`src/rtl/div_arbiter.sv`:
```
// Round-robin front end for a shared fixed-latency pipelined divider.
// Tags each issued operation so results return with requester id and divide-by-zero flag.
module div_arbiter #(
  parameter int DIVIDEND = 16,
  parameter int DIVISOR  = 8,
  parameter int NREQ     = 4,
  parameter int LATENCY  = 16,
  parameter int MAXOUT   = 4
) (
  input  logic                         clock,
  input  logic                         reset_n,
  input  logic [NREQ-1:0]              req_valid,
  output logic [NREQ-1:0]              req_ready,
  input  logic [NREQ*DIVIDEND-1:0]     req_dividend,
  input  logic [NREQ*DIVISOR-1:0]      req_divisor,
  output logic [DIVIDEND-1:0]          div_dividend,
  output logic [DIVISOR-1:0]           div_divisor,
  input  logic [DIVIDEND-1:0]          div_quotient,
  input  logic [DIVISOR-1:0]           div_remainder,
  output logic                         rsp_valid,
  output logic [$clog2(NREQ)-1:0]      rsp_id,
  output logic [DIVIDEND-1:0]          rsp_quotient,
  output logic [DIVISOR-1:0]           rsp_remainder,
  output logic                         rsp_dbz
);

  localparam int IW   = $clog2(NREQ);
  localparam int CW   = $clog2(MAXOUT + 1);
  localparam int LAST = LATENCY;
  localparam logic [IW:0]   NREQ_W   = (IW+1)'(NREQ);
  localparam logic [CW-1:0] MAXOUT_W = CW'(MAXOUT);
  localparam logic [IW-1:0] LAST_REQ = IW'(NREQ - 1);

  logic [IW-1:0]       last_grant;
  logic [CW-1:0]       outstanding [NREQ];
  logic [LAST:0]       tag_vld;
  logic [LAST:0]       tag_dbz;
  logic [IW-1:0]       tag_id [LAST+1];

  logic [NREQ-1:0]     eligible;
  logic [NREQ-1:0]     dec_hit;
  logic                grant_any;
  logic [IW-1:0]       grant_idx;
  logic [IW:0]         cand;
  logic [DIVIDEND-1:0] sel_dividend;
  logic [DIVISOR-1:0]  sel_divisor;

  always_comb begin
    eligible = '0;
    for (int i = 0; i < NREQ; i++) begin
      eligible[i] = reset_n && req_valid[i] && (outstanding[i] < MAXOUT_W);
    end
  end

  // Search starts one past the last winner and wraps, so each requester waits at most NREQ-1 grants.
  always_comb begin
    grant_any = 1'b0;
    grant_idx = '0;
    cand      = '0;
    for (int k = 1; k <= NREQ; k++) begin
      cand = {1'b0, last_grant} + (IW+1)'(k);
      if (cand >= NREQ_W) cand = cand - NREQ_W;
      if (!grant_any && eligible[cand[IW-1:0]]) begin
        grant_any = 1'b1;
        grant_idx = cand[IW-1:0];
      end
    end
  end

  always_comb begin
    sel_dividend = '0;
    sel_divisor  = '0;
    req_ready    = '0;
    dec_hit      = '0;
    for (int i = 0; i < NREQ; i++) begin
      if (grant_idx == IW'(i)) begin
        sel_dividend = req_dividend[i*DIVIDEND +: DIVIDEND];
        sel_divisor  = req_divisor[i*DIVISOR +: DIVISOR];
      end
      req_ready[i] = grant_any && (grant_idx == IW'(i));
      dec_hit[i]   = tag_vld[LAST] && (tag_id[LAST] == IW'(i));
    end
  end

  always_ff @(posedge clock) begin
    if (!reset_n) begin
      last_grant    <= LAST_REQ;
      div_dividend  <= '0;
      div_divisor   <= '0;
      tag_vld       <= '0;
      tag_dbz       <= '0;
      for (int k = 0; k <= LAST; k++) tag_id[k] <= '0;
      for (int i = 0; i < NREQ; i++) outstanding[i] <= '0;
      rsp_valid     <= 1'b0;
      rsp_id        <= '0;
      rsp_quotient  <= '0;
      rsp_remainder <= '0;
      rsp_dbz       <= 1'b0;
    end else begin
      // Bubbles enter the tag pipe on idle cycles so it stays aligned with the divider.
      tag_vld   <= {tag_vld[LAST-1:0], grant_any};
      tag_dbz   <= {tag_dbz[LAST-1:0], grant_any && (sel_divisor == '0)};
      tag_id[0] <= grant_idx;
      for (int k = LAST; k > 0; k--) tag_id[k] <= tag_id[k-1];

      if (grant_any) begin
        last_grant   <= grant_idx;
        div_dividend <= sel_dividend;
        div_divisor  <= sel_divisor;
      end

      rsp_valid <= tag_vld[LAST];
      if (tag_vld[LAST]) begin
        rsp_id  <= tag_id[LAST];
        rsp_dbz <= tag_dbz[LAST];
        if (tag_dbz[LAST]) begin
          rsp_quotient  <= '1;
          rsp_remainder <= '0;
        end else begin
          rsp_quotient  <= div_quotient;
          rsp_remainder <= div_remainder;
        end
      end

      for (int i = 0; i < NREQ; i++) begin
        if (req_ready[i] && !dec_hit[i]) begin
          outstanding[i] <= outstanding[i] + CW'(1);
        end else if (!req_ready[i] && dec_hit[i] && (outstanding[i] != '0)) begin
          outstanding[i] <= outstanding[i] - CW'(1);
        end
      end
    end
  end

endmodule
```
`config.mk`:
```
export PLATFORM = sky130hd
export DESIGN_NAME = div_arbiter
export DESIGN_NICKNAME = d
export VERILOG_FILES = /design/src/rtl/div_arbiter.sv
export SDC_FILE = /design/constraint.sdc
export NUM_CORES = 1
export LEC_CHECK = 0
export CORE_ASPECT_RATIO = 0.7
export CORE_UTILIZATION = 30
export CTS_CLUSTER_DIAMETER = 120
export DETAILED_ROUTE_END_ITERATION = 6
export SLEW_MARGIN = 15
export SYNTH_ARGS = -nofsm -noshare
export SYNTH_HDL_FRONTEND = slang
export SYNTH_SLANG_ARGS = --single-unit
```
`constraint.sdc`:
```
create_clock -name clock -period 9.3 [get_ports clock]
set_input_delay 2.79 -clock clock [delete_from_list [all_inputs] [get_ports clock]]
set_output_delay 2.79 -clock clock [all_outputs]
set_load 0.01 [all_outputs]
```
### Yosys cells after proc, flatten, opt, wreduce, memory -nomap -nowiden

Memories as Yosys holds them, arrays and structs flattened.
Cells that the tools add are included.

| word-level totals | value |
|---|---|
| register bits after elaboration | 88 |
| bits in writable memories | 46 |
| bits of input ports | 126 |
| output and inout bits | 56 |
| logic and storage cells | 206 |
| memories kept | 2 |

Memory list:

| name | words | width | read ports | clocked after memory_dff | wr ports | RTL line | source |
|---|---|---|---|---|---|---|---|
| tag_id | 17 | 2 | 17 | 0 | 17 | 38 | `logic [IW-1:0] tag_id [LAST+1];` |
| outstanding | 4 | 3 | 4 | 0 | 4 | 35 | `logic [CW-1:0] outstanding [NREQ];` |

| operators by class | value |
|---|---|
| add/subtract/negate cells | 16 |
| magnitude comparators | 12 |
| eq/ne operators | 6 |
| muxes and demuxes | 85 |
| bitwise gates (word level) | 25 |
| reduce and logical (&&, ||, !) cells | 50 |

Operators with widths:

| kind | number |
|---|---|
| two-way mux 16 bit | 5 |
| two-way mux 2 bit | 25 |
| two-way mux 8 bit | 5 |
| two-way mux 1 bit | 38 |
| logical AND 1 bit | 32 |
| bitwise OR 1 bit | 25 |
| two-way mux 3 bit | 8 |
| adder 3 x 1 -> 3 bit (second input constant) | 4 |
| >= comparator 3 bit (second input constant) | 4 |
| less-than comparator 2 x 3 -> 1 bit (second input constant) | 4 |
| less-than comparator 3 bit (second input constant) | 4 |
| nonzero test 3 bit | 4 |
| subtractor 3 x 1 -> 3 bit (second input constant) | 4 |
| zero test 1 bit | 11 |
| binary-select mux 1 bit (select 2 bit) | 4 |
| equality test 2 bit (second input constant) | 4 |
| zero test 8 bit | 1 |
| subtractor 2 x 1 -> 2 bit (second input constant) | 4 |
| adder 2 x 2 -> 3 bit (second input constant) | 2 |
| equality test 2 x 1 -> 1 bit (second input constant) | 2 |
| zero test 2 bit | 2 |
| adder 2 x 1 -> 3 bit (second input constant) | 1 |
| adder 2 x 3 -> 3 bit (second input constant) | 1 |

### Longest topological paths before layout

Gate-level depths: netlist (run 1).

| logic depth | value |
|---|---|
| depth after elaboration | 25 |
| depth in mapped cells | 11 |
| depth with buffers taken out | 9 |

### Least setup slack after synthesis (run 1)

No wires, ideal clock.

| path | value |
|---|---|
| path type | input -> output |
| start point | in req_valid[3] |
| end point | out req_ready[1] |
| arrival time | 3.996 ns |
| data required time | 6.510 ns |
| slack | 2.514 ns |
| stages | 5 |
| path buffers | 1 |
| cells stage by stage | or3b_1 and3_1 a211oi_2 buf_6 nor2b_1 |

| between the ends | value |
|---|---|
| word-level cells in the longest chain between the ends | 16 |
| elaborated cells between the ends (all ways) | 26 |
| those cells by class | eq/ne (1); mux (16); reduce/logical (9) |

Ends and longest elaborated chain:

| item | RTL line | source |
|---|---|---|
| from (decl) | 12 | `input logic [NREQ-1:0] req_valid,` |
| logical AND 1 bit * (2 in a row) | 51 | `eligible[i] = reset_n && req_valid[i] && (outstanding[i] < MAXOUT_W);` |
| binary-select mux 1 bit (select 2 bit) | 63 | `if (!grant_any && eligible[cand[IW-1:0]]) begin` |
| two-way mux 1 bit (implied by the code) | 63 |  |
| two-way mux 1 bit | 63 |  |
| zero test 1 bit | 63 |  |
| logical AND 1 bit | 63 |  |
| two-way mux 1 bit | 63 |  |
| zero test 1 bit | 63 |  |
| logical AND 1 bit | 63 |  |
| two-way mux 1 bit | 63 |  |
| zero test 1 bit | 63 |  |
| logical AND 1 bit | 63 |  |
| two-way mux 2 bit | 63 |  |
| equality test 2 x 1 -> 1 bit | 80 | `req_ready[i] = grant_any && (grant_idx == IW'(i));` |
| logical AND 1 bit * | 80 |  |
| to (decl) | 13 | `output logic [NREQ-1:0] req_ready,` |

Mark *: on every way between the ends. The rest lies on a longest branch, timed or not. The select of a mux whose other input is x is not followed.

### Final worst setup path (run 1)

| path | value |
|---|---|
| start point | in req_valid[0] |
| end point | out req_ready[2] |

| between the ends | value |
|---|---|
| word-level cells in the longest chain between the ends | 16 |
| elaborated cells between the ends (all ways) | 26 |
| those cells by class | eq/ne (1); mux (16); reduce/logical (9) |

Ends and longest elaborated chain:

| item | RTL line |
|---|---|
| logical AND 1 bit * (2 in a row) | 51 |
| binary-select mux 1 bit (select 2 bit) | 63 |
| two-way mux 1 bit (implied by the code) | 63 |
| two-way mux 1 bit | 63 |
| zero test 1 bit | 63 |
| logical AND 1 bit | 63 |
| two-way mux 1 bit | 63 |
| zero test 1 bit | 63 |
| logical AND 1 bit | 63 |
| two-way mux 1 bit | 63 |
| zero test 1 bit | 63 |
| logical AND 1 bit | 63 |
| two-way mux 2 bit | 63 |
| equality test 2 bit | 80 |
| logical AND 1 bit * | 80 |

Marked as above.

==> results, run 1 <==
- The main flop type after synthesis is sky130_fd_sc_hd__dfxtp_1.
- For this run, the number of Yosys warnings is 0.
- The maximum count of clock buffers along a single path is 2.
- The cell count of the worst hold path is 1.
- The reg-to-reg endpoint is outstanding[0][8]$_SDFFCE_PN0P_.
- Setup repair after global routing left no endpoint under its margin.
- The share of synthesized area in the top cell type comes to 0.463.
- The number of global-route vias before repair is 4380.
- The largest vdd supply drop is 150 uV.
- The number of core rows is 40.
- The number of max-cap violations is 0.
- After synthesis the netlist holds a flip-flop and latch count of 134.
- The die is around 110 um tall.
- The net total in the final layout is 830.
- For this run, the total global-route usage over all layers was measured as 0.159.
- Synthesis produced a netlist whose cell count is ~520.
- Sorting the synthesized cells by area gives the leading types as sky130_fd_sc_hd__dfxtp_1 (46%), sky130_fd_sc_hd__mux2i_1 (8.3%), sky130_fd_sc_hd__and2_1 (7.7%), sky130_fd_sc_hd__edfxtp_1 (6.8%), sky130_fd_sc_hd__nor2_1 (3.0%).
- The first routing iteration left 246 violations.
- Routed signal wires occupy layers up through met4.
- CTS placed an instance of sky130_fd_sc_hd__clkbuf_16 at the clock tree root.
- The count of nets left with antenna violations once routing finished came out at 0.
- Wire segments on met3 add up to 1000 um in the final route.
- The initial antenna violation count is 2.
- The worst register-to-register path begins at outstanding[0][5]$_SDFFCE_PN0P_.
- The detailed-routing wirelength on met1 is around 6300 um.
- The clock sink count is 134.
- The leftover overflow at the end of global routing is 0.
- Clock-pin slew was measured on the worst setup and hold paths at 60 ps.
- The number of flops mapped to enable cells by yosys is 12.
- The pre-antenna-repair detailed-routing pass consisted of 4 iterations.
- The share of the clock period used by the worst path after layout is 0.881.
- Dividing the detail-routed wire length by the instance count gives ~15 um.
- The number of hold violations in the final report is 0.
- The die covers 18100 um2.
- The worst setup path is captured at a primary output.
- In this run, CTS created clock tree buffers numbering 17.
- The run finished with clean final reports.
- On the final layout, the worst clock skew is 12.1 ps.
- The share of async-settable or async-resettable flops after synthesis is 0.
- Detailed placement ended at an HPWL of 10400 um.
- The worst reg2reg path depth is 8.
- The worst setup path is launched from a primary input.
- Counting I/O delays and the setup requirement, the final critical path takes 8190 ps.
- The number of max-slew violations in the final report is 0.
- The number of hold buffers added after CTS is 0.
- The average cell area after synthesis is 10.1 um2.
- The total standard cell area after synthesis is ~5300 um2.
- The number of buffers inserted by port buffering is between 150 and 200.
- At the pin with the least slew margin, the transition time is 816 ps.
- The leakage power figure is 2.96 nW.
- Data on the critical path arrives at its endpoint at 5400 ps.
- In the detailed route, the total length drawn on met2 is 6670 um.
- The area of the core region is 17200 um2.
- Post-CTS timing repair inserted 0 buffers for setup.
- The placer congestion estimate is 0.734.
- Summed over all layers, the routed wires come to 14100 um.
- The post-route DRC violation count is 0.
- The headroom to the max-slew limit is 0.455.
- CTS built an H-tree with a depth of 4.
- The number of nets in the synthesized netlist is 656.
- Overall power consumption after layout is estimated at 0.00155 W.
- Dividing the detail-routed via count by the number of cells gives roughly 4.6.
- The quantity of gates resized following cts is 0.
- Entering global routing, the biggest net connects 95 pins.
- Detailed routing inserted a total of 4323 vias.
- The critical path data required time is 6510 ps.
- The setup slack of the most critical reg-to-reg path is a little under 6000 ps.
- Setup violations remaining at the end of the flow were counted as 0.
- The area growth from synthesis to layout is 49.5%.
- TritonCTS built the clock tree.
- The power density over the cells is roughly 200 nW/um2.
- For hold timing, the worst endpoint is tag_vld[10]$_SDFF_PN0_.
- The worst hold path belongs to the class flop to flop.
- The post-synthesis cell type count is 52.
- The critical path is of the primary input to primary output type.
- The fraction of final layout cells with drive strength greater than 1 is 0.0762.
- Timing would allow up to 122 MHz.
- The initial core utilization is 0.307.
- The first global-routing pass estimated between 20000 and 25000 um of wire.
- The startpoint identified for the worst hold timing path is tag_vld[9]$_SDFF_PN0_.
- The clock latency reported for the late side of the worst-skew pair is around 400 ps.
- The maximum fanout encountered on the critical timing path is 9.
- In this run the horizontal extent of the chip is around 160 um.
- After routing, the total negative slack on setup checks comes to 0 ps.
- 182 I/O pins were placed.
- The share of the Yosys chip area taken by registers is 0.531.
- The dominant cell type by area after synthesis is sky130_fd_sc_hd__dfxtp_1.
==> area by class of cell <==
class / count / area, um2
diodes: 2 / 5.00
flip-flops and latches: 134 / 2800
clock inverters: 10 / 143
multi-input cells: 343 / 2260
fillers: 1609 / 9280
inverters: 15 / 56.3
well taps: 231 / 289
clock buffers: 20 / 479
repair buffers: 187 / 1850
==> logic make-up after synthesis <==
| logic type | count (synthesis) | synth area share |
|---|---|---|
| adder cells (fa/ha/maj) | 6 | 0.0185 |
| AO/OA/AOI/OAI | 91 | 0.110 |
| AND/OR/NAND/NOR | 189 | 0.187 |
| buffers and inverters | 47 | 0.0441 |
| flip-flops | 134 | 0.531 |
| multiplexers | 54 | 0.105 |
| XOR/XNOR | 3 | 0.00498 |
==> synthesized netlist by cell type (2+ instances only) <==
master / instances
sky130_fd_sc_hd__or3b_1: 2
sky130_fd_sc_hd__buf_2: 3
sky130_fd_sc_hd__mux2_2: 8
sky130_fd_sc_hd__xnor2_1: 3
sky130_fd_sc_hd__inv_1: 13
sky130_fd_sc_hd__o22ai_1: 17
sky130_fd_sc_hd__or4_1: 2
sky130_fd_sc_hd__nand3_1: 13
sky130_fd_sc_hd__buf_8: 3
sky130_fd_sc_hd__edfxtp_1: 12
sky130_fd_sc_hd__buf_6: 2
sky130_fd_sc_hd__mux2_1: 2
sky130_fd_sc_hd__nand2_1: 39
sky130_fd_sc_hd__a32oi_1: 4
sky130_fd_sc_hd__a22oi_1: 10
sky130_fd_sc_hd__ha_1: 3
sky130_fd_sc_hd__and2_1: 65
sky130_fd_sc_hd__nand2b_1: 6
sky130_fd_sc_hd__nor2_1: 42
sky130_fd_sc_hd__dfxtp_1: 122
sky130_fd_sc_hd__o21ai_1: 20
sky130_fd_sc_hd__a21oi_1: 17
sky130_fd_sc_hd__mux2i_1: 44
sky130_fd_sc_hd__nor2b_1: 6
sky130_fd_sc_hd__buf_1: 2
sky130_fd_sc_hd__nor3_1: 4
sky130_fd_sc_hd__fa_1: 3
sky130_fd_sc_hd__or3_1: 3
sky130_fd_sc_hd__o21ai_0: 11
sky130_fd_sc_hd__clkbuf_1: 21
==> report_power, final <==
| group | leakage [nW] | internal, W | switching [W] |
|---|---|---|---|
| Sequential | 1.12 | 0.000611 | 0.0000186 |
| Combinational | 1.55 | 0.000122 | 0.0000982 |
| Clock | 0.296 | 0.000452 | 0.000244 |
==> critical path, stage by stage <==
cell	delay, ps
sky130_fd_sc_hd__clkdlybuf4s50_1	460
sky130_fd_sc_hd__nor2b_1	420
sky130_fd_sc_hd__a22o_1	280
sky130_fd_sc_hd__a211oi_4	110
sky130_fd_sc_hd__nor2b_1	660
sky130_fd_sc_hd__clkdlybuf4s50_1	690
==> cell usage in the layout, fill, tap and decap left out, types with 2 or more instances in the layout <==
cell,instances
sky130_fd_sc_hd__nor2b_1,6
sky130_fd_sc_hd__o21ai_0,11
sky130_fd_sc_hd__clkinvlp_4,3
sky130_fd_sc_hd__o21ai_1,20
sky130_fd_sc_hd__nand2_1,39
sky130_fd_sc_hd__a32oi_1,4
sky130_fd_sc_hd__mux2i_1,44
sky130_fd_sc_hd__edfxtp_1,12
sky130_fd_sc_hd__diode_2,2
sky130_fd_sc_hd__clkdlybuf4s50_1,180
sky130_fd_sc_hd__a22oi_1,10
sky130_fd_sc_hd__a21oi_1,17
sky130_fd_sc_hd__nand2b_1,6
sky130_fd_sc_hd__mux2_1,2
sky130_fd_sc_hd__nand3_1,13
sky130_fd_sc_hd__bufinv_16,3
sky130_fd_sc_hd__or3_1,3
sky130_fd_sc_hd__or3b_1,2
sky130_fd_sc_hd__xnor2_1,3
sky130_fd_sc_hd__ha_1,3
sky130_fd_sc_hd__dfxtp_1,122
sky130_fd_sc_hd__nor2_1,42
sky130_fd_sc_hd__and2_1,65
sky130_fd_sc_hd__mux2_2,8
sky130_fd_sc_hd__nor3_1,4
sky130_fd_sc_hd__o22ai_1,17
sky130_fd_sc_hd__buf_4,6
sky130_fd_sc_hd__inv_4,2
sky130_fd_sc_hd__or4_1,2
sky130_fd_sc_hd__inv_1,13
sky130_fd_sc_hd__fa_1,3
sky130_fd_sc_hd__clkbuf_16,19
==> metrics by stage <==
step                      utilization  worst slack [ps]  cells  hold WS (ps)  instance area [um2]
after floorplan                     -              2510    524           412                 5280
after global placement          0.423              1150    910           413                 7260
after detailed placement        0.423              1110    910           418                 7260
after CTS                       0.459              1100    940           427                 7880
after global routing            0.459               889    940           439                 7880
final                           0.460              1110    942           425                 7890
==> sequential cells by signal, indices dropped and copies added, names as in the netlist <==
signal / flops
tag_id: 34
tag_dbz: 17
tag_vld: 17
div_dividend: 16
rsp_quotient: 16
outstanding: 12
div_divisor: 8
rsp_remainder: 8
last_grant: 2
rsp_id: 2
rsp_dbz: 1
rsp_valid: 1
==> how the worst max path moves through the flow <==
stage               slack, ps  cells after the start            to    startpoint
global placement         1150                      6  req_ready[2]  req_valid[0]
floorplan                2510                      5  req_ready[1]  req_valid[3]
CTS                      1100                      6  req_ready[2]  req_valid[0]
finish                   1110                      6  req_ready[2]  req_valid[0]
global route              890                      6  req_ready[2]  req_valid[0]
detailed placement       1110                      6  req_ready[2]  req_valid[0]
==> per-layer routing <==
| metal | vias to the layer above | track usage |
|---|---|---|
| met5 | - | 0 |
| met4 | 0 | 0.0476 |
| met3 | 11 | 0.0587 |
| met2 | 143 | 0.261 |
| met1 | 2021 | 0.196 |
| li1 | 2148 | - |
Note: power is estimated with default switching activity, not from simulation.
==> run 2, diff against run 1 <==
- TNS_END_PERCENT: unset -> 1
- clock period: 9.3 -> 10.3 ns (I/O delays scaled with it)
==> run 2 against run 1 <==
Effect of this change: design area decreased by 0.40%; worst setup slack better by 17 ps; wire length is 3.5% lower; global-route usage decreased by 0.41 points; utilization decreased by 0.18 points; largest cell class unchanged.
==> results, run 2 (synthesis gave the netlist of run 1 again) <==
- The cell count of the worst hold path is 1.
- CTS saw 134 sinks.
- The largest register by flop count is tag_id.
- The final layout contains 829 nets.
- The worst reg2reg path depth is 10.
- The first global-routing pass estimated approximately 22000 um of wire.
- The startpoint identified for the worst hold timing path is tag_id[0][0]$_SDFF_PN0_.
- The headroom to the max-slew limit is 0.342.
- The number of levels in the clock H-tree is 4.
- In this run the core area contains 40 standard-cell rows.
- The first routing iteration left 282 violations.
- In the layout the commonest cells are sky130_fd_sc_hd__clkdlybuf4s50_1 (180), sky130_fd_sc_hd__dfxtp_1 (122), sky130_fd_sc_hd__and2_1 (65).
- The quantity of gates resized following cts is 0.
- The region available for standard cell placement spans around 17000 um2.
- The number of max-cap violations is 0.
- The number of iterations in the first detailed-routing pass is 5.
- The number of fill cells in the layout is between 1500 and 2000.
- The largest registers in the layout are tag_id x34, tag_dbz x17, tag_vld x17.
- The worst setup path is captured at a primary output.
- After routing, the total negative slack on setup checks comes to 0 ps.
- The worst hold path belongs to the class flop to flop.
- The share of the clock period used by the worst path after layout is 0.891.
- After clock tree synthesis, the clock-pin slew on the worst setup and hold paths is roughly 60 ps.
- The via total after detailed routing is around 4300.
- The post-CTS setup buffer count is 0.
- The setup skew after layout is ~16 ps.
- The leftover overflow at the end of global routing is 0.
- In this run the critical register-to-register path is captured at outstanding[0][8]$_SDFFCE_PN0P_.
- The placer congestion estimate is roughly 0.75.
- The number of buffers created by CTS is 17.
- Setup repair after global routing left no endpoint under its margin.
- In the routed design, unresolved DRC markers number 0.
- The run finished with clean final reports.
- The floorplan die area is about 18000 um2.
- The clock tree from TritonCTS is yes.
- The initial utilization of the core area, before any placement, comes to 0.307.
- Of the cells placed in the final design, the portion with a size suffix greater than 1 is 0.0732.
- After detailed routing, the number of vias per cell comes to 4.60.
- In the global route stage, overall resource usage came out at 0.155.
- The footprint of the flip-flops and latches is approximately 2800 um2.
- Static timing analysis puts the maximum clock frequency at 109 MHz.
- Power spread over the standard cell area amounts to roughly 170 nW/um2.
- The maximum count of clock buffers along a single path is 2.
- The HPWL after detailed placement is 10100 um.
- The pre-CTS setup slack is between 1000 and 1500 ps.
- The number of routed nets with antenna violations is 0.
- In this run the critical register-to-register path is launched from outstanding[0][5]$_SDFFCE_PN0P_.
- Summed over all layers, the routed wires come to 13600 um.
- STA puts the critical path data required time at 7210 ps.
- The maximum fanout encountered on the critical timing path is 44.
- The most common library cell in the layout ignoring fill and taps is sky130_fd_sc_hd__clkdlybuf4s50_1.
- In this run the vertical extent of the chip is 113 um.
- Across all register-to-register paths, the minimum setup slack is roughly 6300 ps.
- The largest vdd supply drop is about 120 uV.
- In this run the tool buffered the top-level ports with 181 buffer cells.
- For this design, the CTS-stage hold fixing added 0 buffers.
- For hold timing, the worst endpoint is tag_id[0][2]$_SDFF_PN0_.
- Data on the critical path arrives at its endpoint at 6090 ps.
- The master cell of the clock root buffer is sky130_fd_sc_hd__clkbuf_16.
- Entering global routing, the biggest net connects 95 pins.
- The worst setup path is launched from a primary input.
- The worst path meets setup with 1120 ps of slack.
- The worst hold margin is 430 ps.
- The total setup violations reported at the end of the flow is 0.
- Clock latency on the worst-skew pair, taken at its later pin, is between 400 and 500 ps.
- The critical path is of the primary input to primary output type.
- The area growth from synthesis to layout is 48.9%.
- In the final layout, the multi-input gates occupy 2260 um2.
- Dividing the detail-routed wire length by the instance count gives about 14 um.
- The initial antenna violation count is 2.
- The number of global-route vias before repair was 4310.
- The number of max-slew violations in the final report is 0.
- The register with the most flip-flops in the layout has 34 of them.
- The leakage power figure is a little under 3 nW.
- The routed design could run at a clock period as short as 9180 ps.
- For the pin with the worst max-slew slack, the measured transition is 986 ps.
- between 150 and 200 I/O pins were placed.
- The horizontal die dimension is 161 um.
- The number of hold violations in the final report is 0.
[run 2: cell types whose count changed in the layout (fill, tap and decap cells not counted), sizes merged]
cell	previous run	this run
clkinv	2	7
buf	7	6
clkbuf	20	19
inv	17	15
[run 2: cell type report]
| class | count | area share |
|---|---|---|
| clock inverter | 13 | 0.0197 |
| multi-input combinational | 343 | 0.288 |
| sequential | 134 | 0.357 |
| clock buffer | 19 | 0.0564 |
| timing repair buffer | 186 | 0.235 |
| antenna | 2 | 0.000637 |
| inverter | 15 | 0.00717 |
| tap | 231 | 0.0368 |
[run 2: how the worst max path moves through the flow]
stage	from	endpoint	slack (ps)
6_report	req_valid[1]	req_ready[2]	1120
5_1_grt	req_valid[1]	req_ready[2]	970
4_1_cts	req_valid[1]	req_ready[2]	1110
3_5_place_dp	req_valid[1]	req_ready[2]	1130
3_3_place_gp	req_valid[1]	req_ready[2]	1270
2_1_floorplan	req_valid[3]	req_ready[1]	2910
[run 2: per-stage QoR]
step | utilization | cells | area, um2 | total power [W]
after global placement | 0.423 | 909 | 7250 | 0.000774
after global routing | 0.457 | 941 | 7850 | 0.00143
after floorplan | - | 524 | 5280 | 0.000675
after CTS | 0.457 | 941 | 7850 | 0.00139
after detailed placement | 0.423 | 909 | 7250 | 0.000779
final | 0.458 | 943 | 7860 | 0.00137
[run 2: power breakdown]
part,internal (W),switching (W)
Combinational,0.000110,0.0000874
Clock,0.000385,0.000220
Sequential,0.000551,0.0000157
Total,0.00105,0.000323
[run 2: critical path: stages]
cell and delay (ps):
sky130_fd_sc_hd__clkdlybuf4s50_1 510, sky130_fd_sc_hd__nor3b_1 440, sky130_fd_sc_hd__o221ai_2 220, sky130_fd_sc_hd__a211oi_4 400
sky130_fd_sc_hd__buf_4 600, sky130_fd_sc_hd__nor2b_1 100, sky130_fd_sc_hd__buf_4 200, sky130_fd_sc_hd__clkdlybuf4s50_1 490
[run 2: metal layers]
metal,share of wire,up-vias,GRT usage
met5,0,-,0
met4,0.016,0,0.0540
li1,-,2146,-
met2,0.46,149,0.249
met1,0.44,2019,0.187
met3,0.082,21,0.0663
